--- src/rtl/mem_arbiter.sv ---
// Purpose: shares one single-port synchronous 32-bit memory between an instruction-fetch port and a data load/store port.
// Latency: grants and memory controls are combinational; read data returns on f_valid/d_valid one cycle after the grant.
// Backpressure: a requester holds req until its gnt; data wins conflicts, and MEM_ARB_FAIRNESS_EN adds a fetch-starvation override.
module mem_arbiter #(
    parameter int ADDR_W     = 10,
    parameter int STARVE_MAX = 4
) (
    input  logic              clock,
    input  logic              reset,
    input  logic              f_req,
    input  logic [31:0]       f_addr,
    input  logic              f_flush,
    output logic              f_gnt,
    output logic              f_valid,
    output logic [15:0]       f_rdata,
    input  logic              d_req,
    input  logic              d_we,
    input  logic [ADDR_W-1:0] d_addr,
    input  logic [31:0]       d_wdata,
    output logic              d_gnt,
    output logic              d_valid,
    output logic [31:0]       d_rdata,
    output logic              mem_en,
    output logic              mem_we,
    output logic [ADDR_W-1:0] mem_addr,
    output logic [31:0]       mem_wdata,
    input  logic [31:0]       mem_rdata
);

    // Which port (if any) owns the memory read data arriving this cycle.
    typedef enum logic [1:0] {NONE, FETCH, DATA} pend_t;

    pend_t pend_q;
    pend_t pend_d;
    logic  half_q;      // f_addr[1] of the fetch in flight: selects the halfword
    logic  fetch_pri;   // fetch has starved long enough to beat a data request

`ifdef MEM_ARB_FAIRNESS_EN
    localparam int CNT_W = (STARVE_MAX < 1) ? 1 : $clog2(STARVE_MAX + 1);

    logic [CNT_W-1:0] starve_q;

    assign fetch_pri = (starve_q == CNT_W'(STARVE_MAX));

    // Count consecutive denied fetch cycles, saturating at STARVE_MAX; any fetch grant clears it.
    always_ff @(posedge clock) begin
        if (reset) begin
            starve_q <= '0;
        end else if (f_gnt) begin
            starve_q <= '0;
        end else if (f_req && !fetch_pri) begin
            starve_q <= starve_q + 1'b1;
        end
    end
`else
    logic unused_cfg;

    assign fetch_pri  = 1'b0;
    assign unused_cfg = (STARVE_MAX != 0);
`endif

    // Address bits outside the word/halfword select are deliberately ignored so fetches wrap.
    logic unused_addr;
    assign unused_addr = ^{f_addr[31:ADDR_W+2], f_addr[0]};

    // Pending-return register and latched halfword select.
    always_ff @(posedge clock) begin
        if (reset) begin
            pend_q <= NONE;
            half_q <= 1'b0;
        end else begin
            pend_q <= pend_d;
            if (f_gnt) begin
                half_q <= f_addr[1];
            end
        end
    end

    // Arbitration and memory drive; also decides who owns next cycle's read data.
    always_comb begin
        f_gnt     = 1'b0;
        d_gnt     = 1'b0;
        mem_en    = 1'b0;
        mem_we    = 1'b0;
        mem_addr  = '0;
        mem_wdata = '0;
        pend_d    = NONE;
        if (!reset) begin
            if (f_req && (!d_req || fetch_pri)) begin
                f_gnt    = 1'b1;
                mem_en   = 1'b1;
                mem_addr = f_addr[ADDR_W+1:2];
                pend_d   = FETCH;
            end else if (d_req) begin
                d_gnt     = 1'b1;
                mem_en    = 1'b1;
                mem_we    = d_we;
                mem_addr  = d_addr;
                mem_wdata = d_wdata;
                pend_d    = d_we ? NONE : DATA;
            end
        end
    end

    // A flush in the return cycle kills the fetch result; reset hides any read still in flight.
    assign f_valid = !reset && (pend_q == FETCH) && !f_flush;
    assign d_valid = !reset && (pend_q == DATA);
    assign f_rdata = half_q ? mem_rdata[31:16] : mem_rdata[15:0];
    assign d_rdata = mem_rdata;

endmodule

--- config.mk ---
export PLATFORM = sky130hd
export DESIGN_NAME = mem_arbiter
export DESIGN_NICKNAME = d
export VERILOG_FILES = /design/src/rtl/mem_arbiter.sv
export SDC_FILE = /design/constraint.sdc
export NUM_CORES = 1
export LEC_CHECK = 0
export ABC_AREA = 0
export ABC_CLOCK_PERIOD_IN_PS = 1600
export BUFFER_PORTS_ARGS = -buffer_cell sky130_fd_sc_hd__buf_2
export CELL_PAD_IN_SITES_DETAIL_PLACEMENT = 2
export CELL_PAD_IN_SITES_GLOBAL_PLACEMENT = 2
export CORE_AREA = 8 8 108 110
export CTS_CLUSTER_DIAMETER = 100
export DETAILED_ROUTE_END_ITERATION = 8
export DIE_AREA = 0 0 116 118
export GPL_TIMING_DRIVEN = 0
export PLACE_DENSITY_LB_ADDON = 0.1
export SLEW_MARGIN = 40
export SYNTH_ARGS = -nofsm -noshare
export SYNTH_HDL_FRONTEND = slang
export SYNTH_SLANG_ARGS = --single-unit
--- constraint.sdc ---
create_clock -name clock -period 1.6 [get_ports clock]
set_clock_uncertainty 0.1 [all_clocks]
set_input_delay 0.16 -clock clock [delete_from_list [all_inputs] [get_ports clock]]
set_output_delay 0.16 -clock clock [all_outputs]
set_load 0.1 [all_outputs]
; Word level (Yosys, flattened, before mapping)
; Index checks and enable logic that the tools add are counted.
[word_totals]
inputBits = 112
elab_cells = 34
ff_bits = 3
[classes]
n_eq_ne = 2
bitwise_logic = 1
reduce_logical = 8
mux = 20
[ops]
columns = operator, count
row1 = two-way mux 32 bit, 3
row2 = two-way mux 10 bit, 3
row3 = two-way mux 16 bit, 1
row4 = two-way mux 1 bit, 12
row5 = logical AND 1 bit, 4
row6 = logical NOT 1 bit, 3
row7 = OR reduction 3 bit, 1
row8 = "equality test 2 x 1 -> 1 bit, second input constant", 1
row9 = "equality test 2 bit, second input constant", 1
row10 = two-way mux 2 bit, 1
row11 = NOT 1 bit, 1

; Depth between registers and ports, before layout
[logic_depth]
depth_word = 4
ltp_mapped = 5
ltp_nobuf = 2

; Worst setup path before layout
; OpenSTA, ideal clock, no wires.
[synth_path]
path_kind = input to output
start = input reset
end = output f_valid
path_stages = 2
arrival_time_ns = 3.475
setup_slack_ns = -2.135
n_path_buf = 1
path_cell_list = buf_4 > nor4b_1
[synth_via]
elab_chain_cells = 3
[synth_lines]
columns = item, line_no
row1 = "start, declared", 9  ; input logic reset,
row2 = logical NOT 1 bit, 106  ; assign f_valid = !reset && (pend_q == FETCH) && !f_flush;
row3 = logical AND 1 bit (2 in a row), 106
row4 = "end, declared", 14  ; output logic f_valid,
; Every way passes these cells.

; Final worst setup path
[layout_path]
start = register half_q
end = output f_rdata[7]
[layout_via]
elab_chain_cells = 1
[layout_lines]
columns = item, line_no
row1 = "start, declared", 35  ; logic half_q;
row2 = "start signal, assigned", 74  ; half_q <= f_addr[1];
row3 = two-way mux 16 bit, 108  ; assign f_rdata = half_q ? mem_rdata[31:16] : mem_rdata[15:0];
row4 = "end, declared", 15  ; output logic [15:0] f_rdata,
; Every way passes these cells.

==> impl_metrics.env <==
export IMPL_run_status="finished with violations"
export IMPL_violations="setup timing"
export IMPL_design_core_area_um2=10000
export IMPL_start_kind="flip-flop"
export IMPL_r2r_end="half_q"
export IMPL_route_detailed_wl_per_inst_um=15.33
export IMPL_initial_utilization_pct=9.672
export IMPL_cp_arrival_ns=1.35
export IMPL_final_instance_count_excl_fill=445
export IMPL_first_global_vias=1855
export IMPL_required_ns=1.34
export IMPL_max_clock_path_buffers=2
export IMPL_worstRegToRegCells=4
export IMPL_hold_buffers=0
export IMPL_synth_avg_cell_area_um2=8.196
export IMPL_hpwl_after_dpl_um=6233
export IMPL_worst_setup_path_start="half_q"
export IMPL_yosys_cell_count_top_type="sky130_fd_sc_hd__buf_4"
export IMPL_cp_num_buf_inv=3
export IMPL_clock_pin_slew_of_the_registers_on_the_worst_case_setup_and_hold_paths_ns=0.03
export IMPL_critical_path_top_delay_family="buffers and inverters"
export IMPL_synth_ff_latch_count=3
export IMPL_placement_cell_area_um2=2145
export IMPL_timing_final_crit_period_ns=1.613
export IMPL_critical_path_max_stage_delay_ns=0.33
export IMPL_floorplan_die_width_um=116
export IMPL_grt_antenna_before_repair=0
export IMPL_maxSlewViolCount=0
export IMPL_timing_hold_ws_ns=0.1320
export IMPL_n_fill_cell=1220
export IMPL_final_worst_path_cycle_share_pct=100.8
export IMPL_avgViaCountPerCell=3.573
export IMPL_synthTopCellsByCount="sky130_fd_sc_hd__buf_4 (34), sky130_fd_sc_hd__and2_1 (33), sky130_fd_sc_hd__mux2_2 (16)"
export IMPL_rsz0062_at_grt="true"
export IMPL_drt_initial_drc_count=6
export IMPL_synth_area_in_compound_gates_pct=10.35
export IMPL_cap_viol_max_count=0
export IMPL_gr_usage_all_layers_pct=9.119
export IMPL_tritoncts_num_buffers=3
export IMPL_ys_types=20
export IMPL_critical_path_cell_chain="buf_12 -> clkbuf_16 -> mux2_2 -> buf_6"
export IMPL_rows=37
export IMPL_clk_insertion_delay_late_ns=0.22
export IMPL_pin_count_of_the_biggest_net_entering_global_routing=11
export IMPL_synth_edff_count=0
export IMPL_post_synth_top_area_fraction_pct=26.39
export IMPL_cts_root_buf="sky130_fd_sc_hd__clkbuf_8"
export IMPL_synth_area_um2=967.2
export IMPL_finish_net_count=422
export IMPL_yosysWarnings=0
export IMPL_final_setup_worst_slack_ns=-0.01321
export IMPL_totalPowerFinal_mw=1.792
export IMPL_timing_hold_violations_final=0
export IMPL_final_core_utilization_pct=24.74
export IMPL_synth_simple_gate_area_share_pct=31.57
export IMPL_overflow=0
export IMPL_regToRegSetupSlack_ns=0.67
export IMPL_grt_first_pass_wirelength_um=10020
export IMPL_clock_tree_htree_level_count=1
export IMPL_max_clock_freq_mhz=619.9
export IMPL_worst_slew_pin_slew_ns=0.5069
export IMPL_combinational_family_with_the_most_area_after_synthesis="buffers and inverters"
export IMPL_die_h_um=118
export IMPL_syn_inst=118
export IMPL_path_max_fanout=9
export IMPL_critical_path_cell_count=4
export IMPL_finalWeightedCongestion=0.7068
export IMPL_crit_path_top_delay_cell="sky130_fd_sc_hd__dfxtp_2"
export IMPL_hold_class="in -> reg"
export IMPL_pre_cts_ws_ns=-0.09966
export IMPL_final_setup_tns_ns=-0.02565
export IMPL_power_static_leakage_nw=1.385
export IMPL_num_vias=1590
export IMPL_clkSinkCount=3
export IMPL_placement_io_buffers=185
export IMPL_post_synthesis_adder_cell_area_fraction_pct=0
export IMPL_wirelength_um=6822
export IMPL_ir_drop_uv=175.7
export IMPL_slew_headroom_pct=66.44
export IMPL_synth_nets=230
export IMPL_synthFlopType="sky130_fd_sc_hd__dfxtp_1"
export IMPL_detail_route_antenna_nets=0
export IMPL_design_area_um2=2474
export IMPL_die_area_um2=13690
export IMPL_post_synth_top_area_cell="sky130_fd_sc_hd__buf_4"
export IMPL_ys_seq_area_share_pct=6.210
export IMPL_cp_endpoint="f_rdata[7]"
export IMPL_drt_pre_antenna_iters=2
export IMPL_drc_errors=0
export IMPL_post_synth_xor_area_fraction_pct=0
export IMPL_areaGrowthSynthToFinish_pct=155.8
export IMPL_synth_mux_area_share_pct=18.63
export IMPL_io_pins=208
export IMPL_dp_cells=439
export IMPL_fraction_of_synthesis_flops_using_an_asynchronous_set_or_reset_pin_pct=0
export IMPL_antenna_diode_count=0
export IMPL_crit_reg2reg_launch="half_q"
export IMPL_finalSetupViolCount=2
export IMPL_cp_end_kind="output pin"
export IMPL_yosys_top_cells_area="sky130_fd_sc_hd__buf_4 (26%), sky130_fd_sc_hd__and2_1 (21%), sky130_fd_sc_hd__mux2_2 (19%)"
export IMPL_worstHoldStart="f_addr[1]"
export IMPL_drive_above_1_share_pct=96.12
export IMPL_power_density_nw_per_um2=724.3
export IMPL_clock_tree_from_tritoncts="built"
export IMPL_worstSetupPathType="reg -> out"
cells by family (layout without fill, tap and decap cells):
family | count (synthesis) | in the layout
flops | 3 | 3
mux | 16 | 16
buf+inv | 41 | 232
simple gates | 47 | 47
compound gates | 11 | 11
where the power goes:
| group | switching [mW] | internal (mW) |
|---|---|---|
| logic | 1.11 | 0.376 |
| clock network | 0.0531 | 0.170 |
| registers | 0.00269 | 0.0789 |
flip-flops by register name, summed over array words and instances, names as in the netlist:
signal  cells
half_q      1
pend_q      2
metal layers:
| metal | track usage, % | up-vias | routed length [um] |
|---|---|---|---|
| li1 | - | 749 | - |
| met1 | 8.420 | 701 | 2311 |
| met3 | 6.927 | 5 | 1375 |
| met5 | 0 | - | 0 |
| met4 | 2.190 | 0 | 55 |
| met2 | 15.44 | 135 | 3079 |
area by class of cell:
class | instances | area, um^2 | area share [%]
well taps | 136 | 170.2 | 6.879
clock buffers | 4 | 45.04 | 1.821
plain buffers | 41 | 349.1 | 14.11
flip-flops and latches | 3 | 61.31 | 2.479
repair buffers | 187 | 1166 | 47.14
multi-input cells | 74 | 681.9 | 27.57
layout by cell type, fill, tap and decap left out, drive strengths merged, types with 3 or more instances in the layout:
cell	Yosys	final
a32o	9	9
and2	33	33
buf	41	189
clkbuf	0	43
dfxtp	3	3
mux2	16	16
nor2	3	3
nor2b	4	4
what timing repair did:
action / CTS / global route
hold endpoints to repair: 0 / 0
gates cloned: 0 / 1
gates resized for setup: 35 / 49
setup buffers: 1 / 0
setup endpoints to repair: 22 / 47
pin swaps: 0 / 0
tightest hold or removal path: stages:
cell	delay [ns]
sky130_fd_sc_hd__buf_2	0.08
sky130_fd_sc_hd__nand4bb_1	0.09
sky130_fd_sc_hd__o21ai_0	0.08
worst min path at each step:
stage	cells after the start	to
floorplan	2	half_q
global placement	3	half_q
detailed placement	3	half_q
CTS	3	half_q
global route	2	pend_q[1]
finish	3	half_q
(Power assumes the default switching activity.)
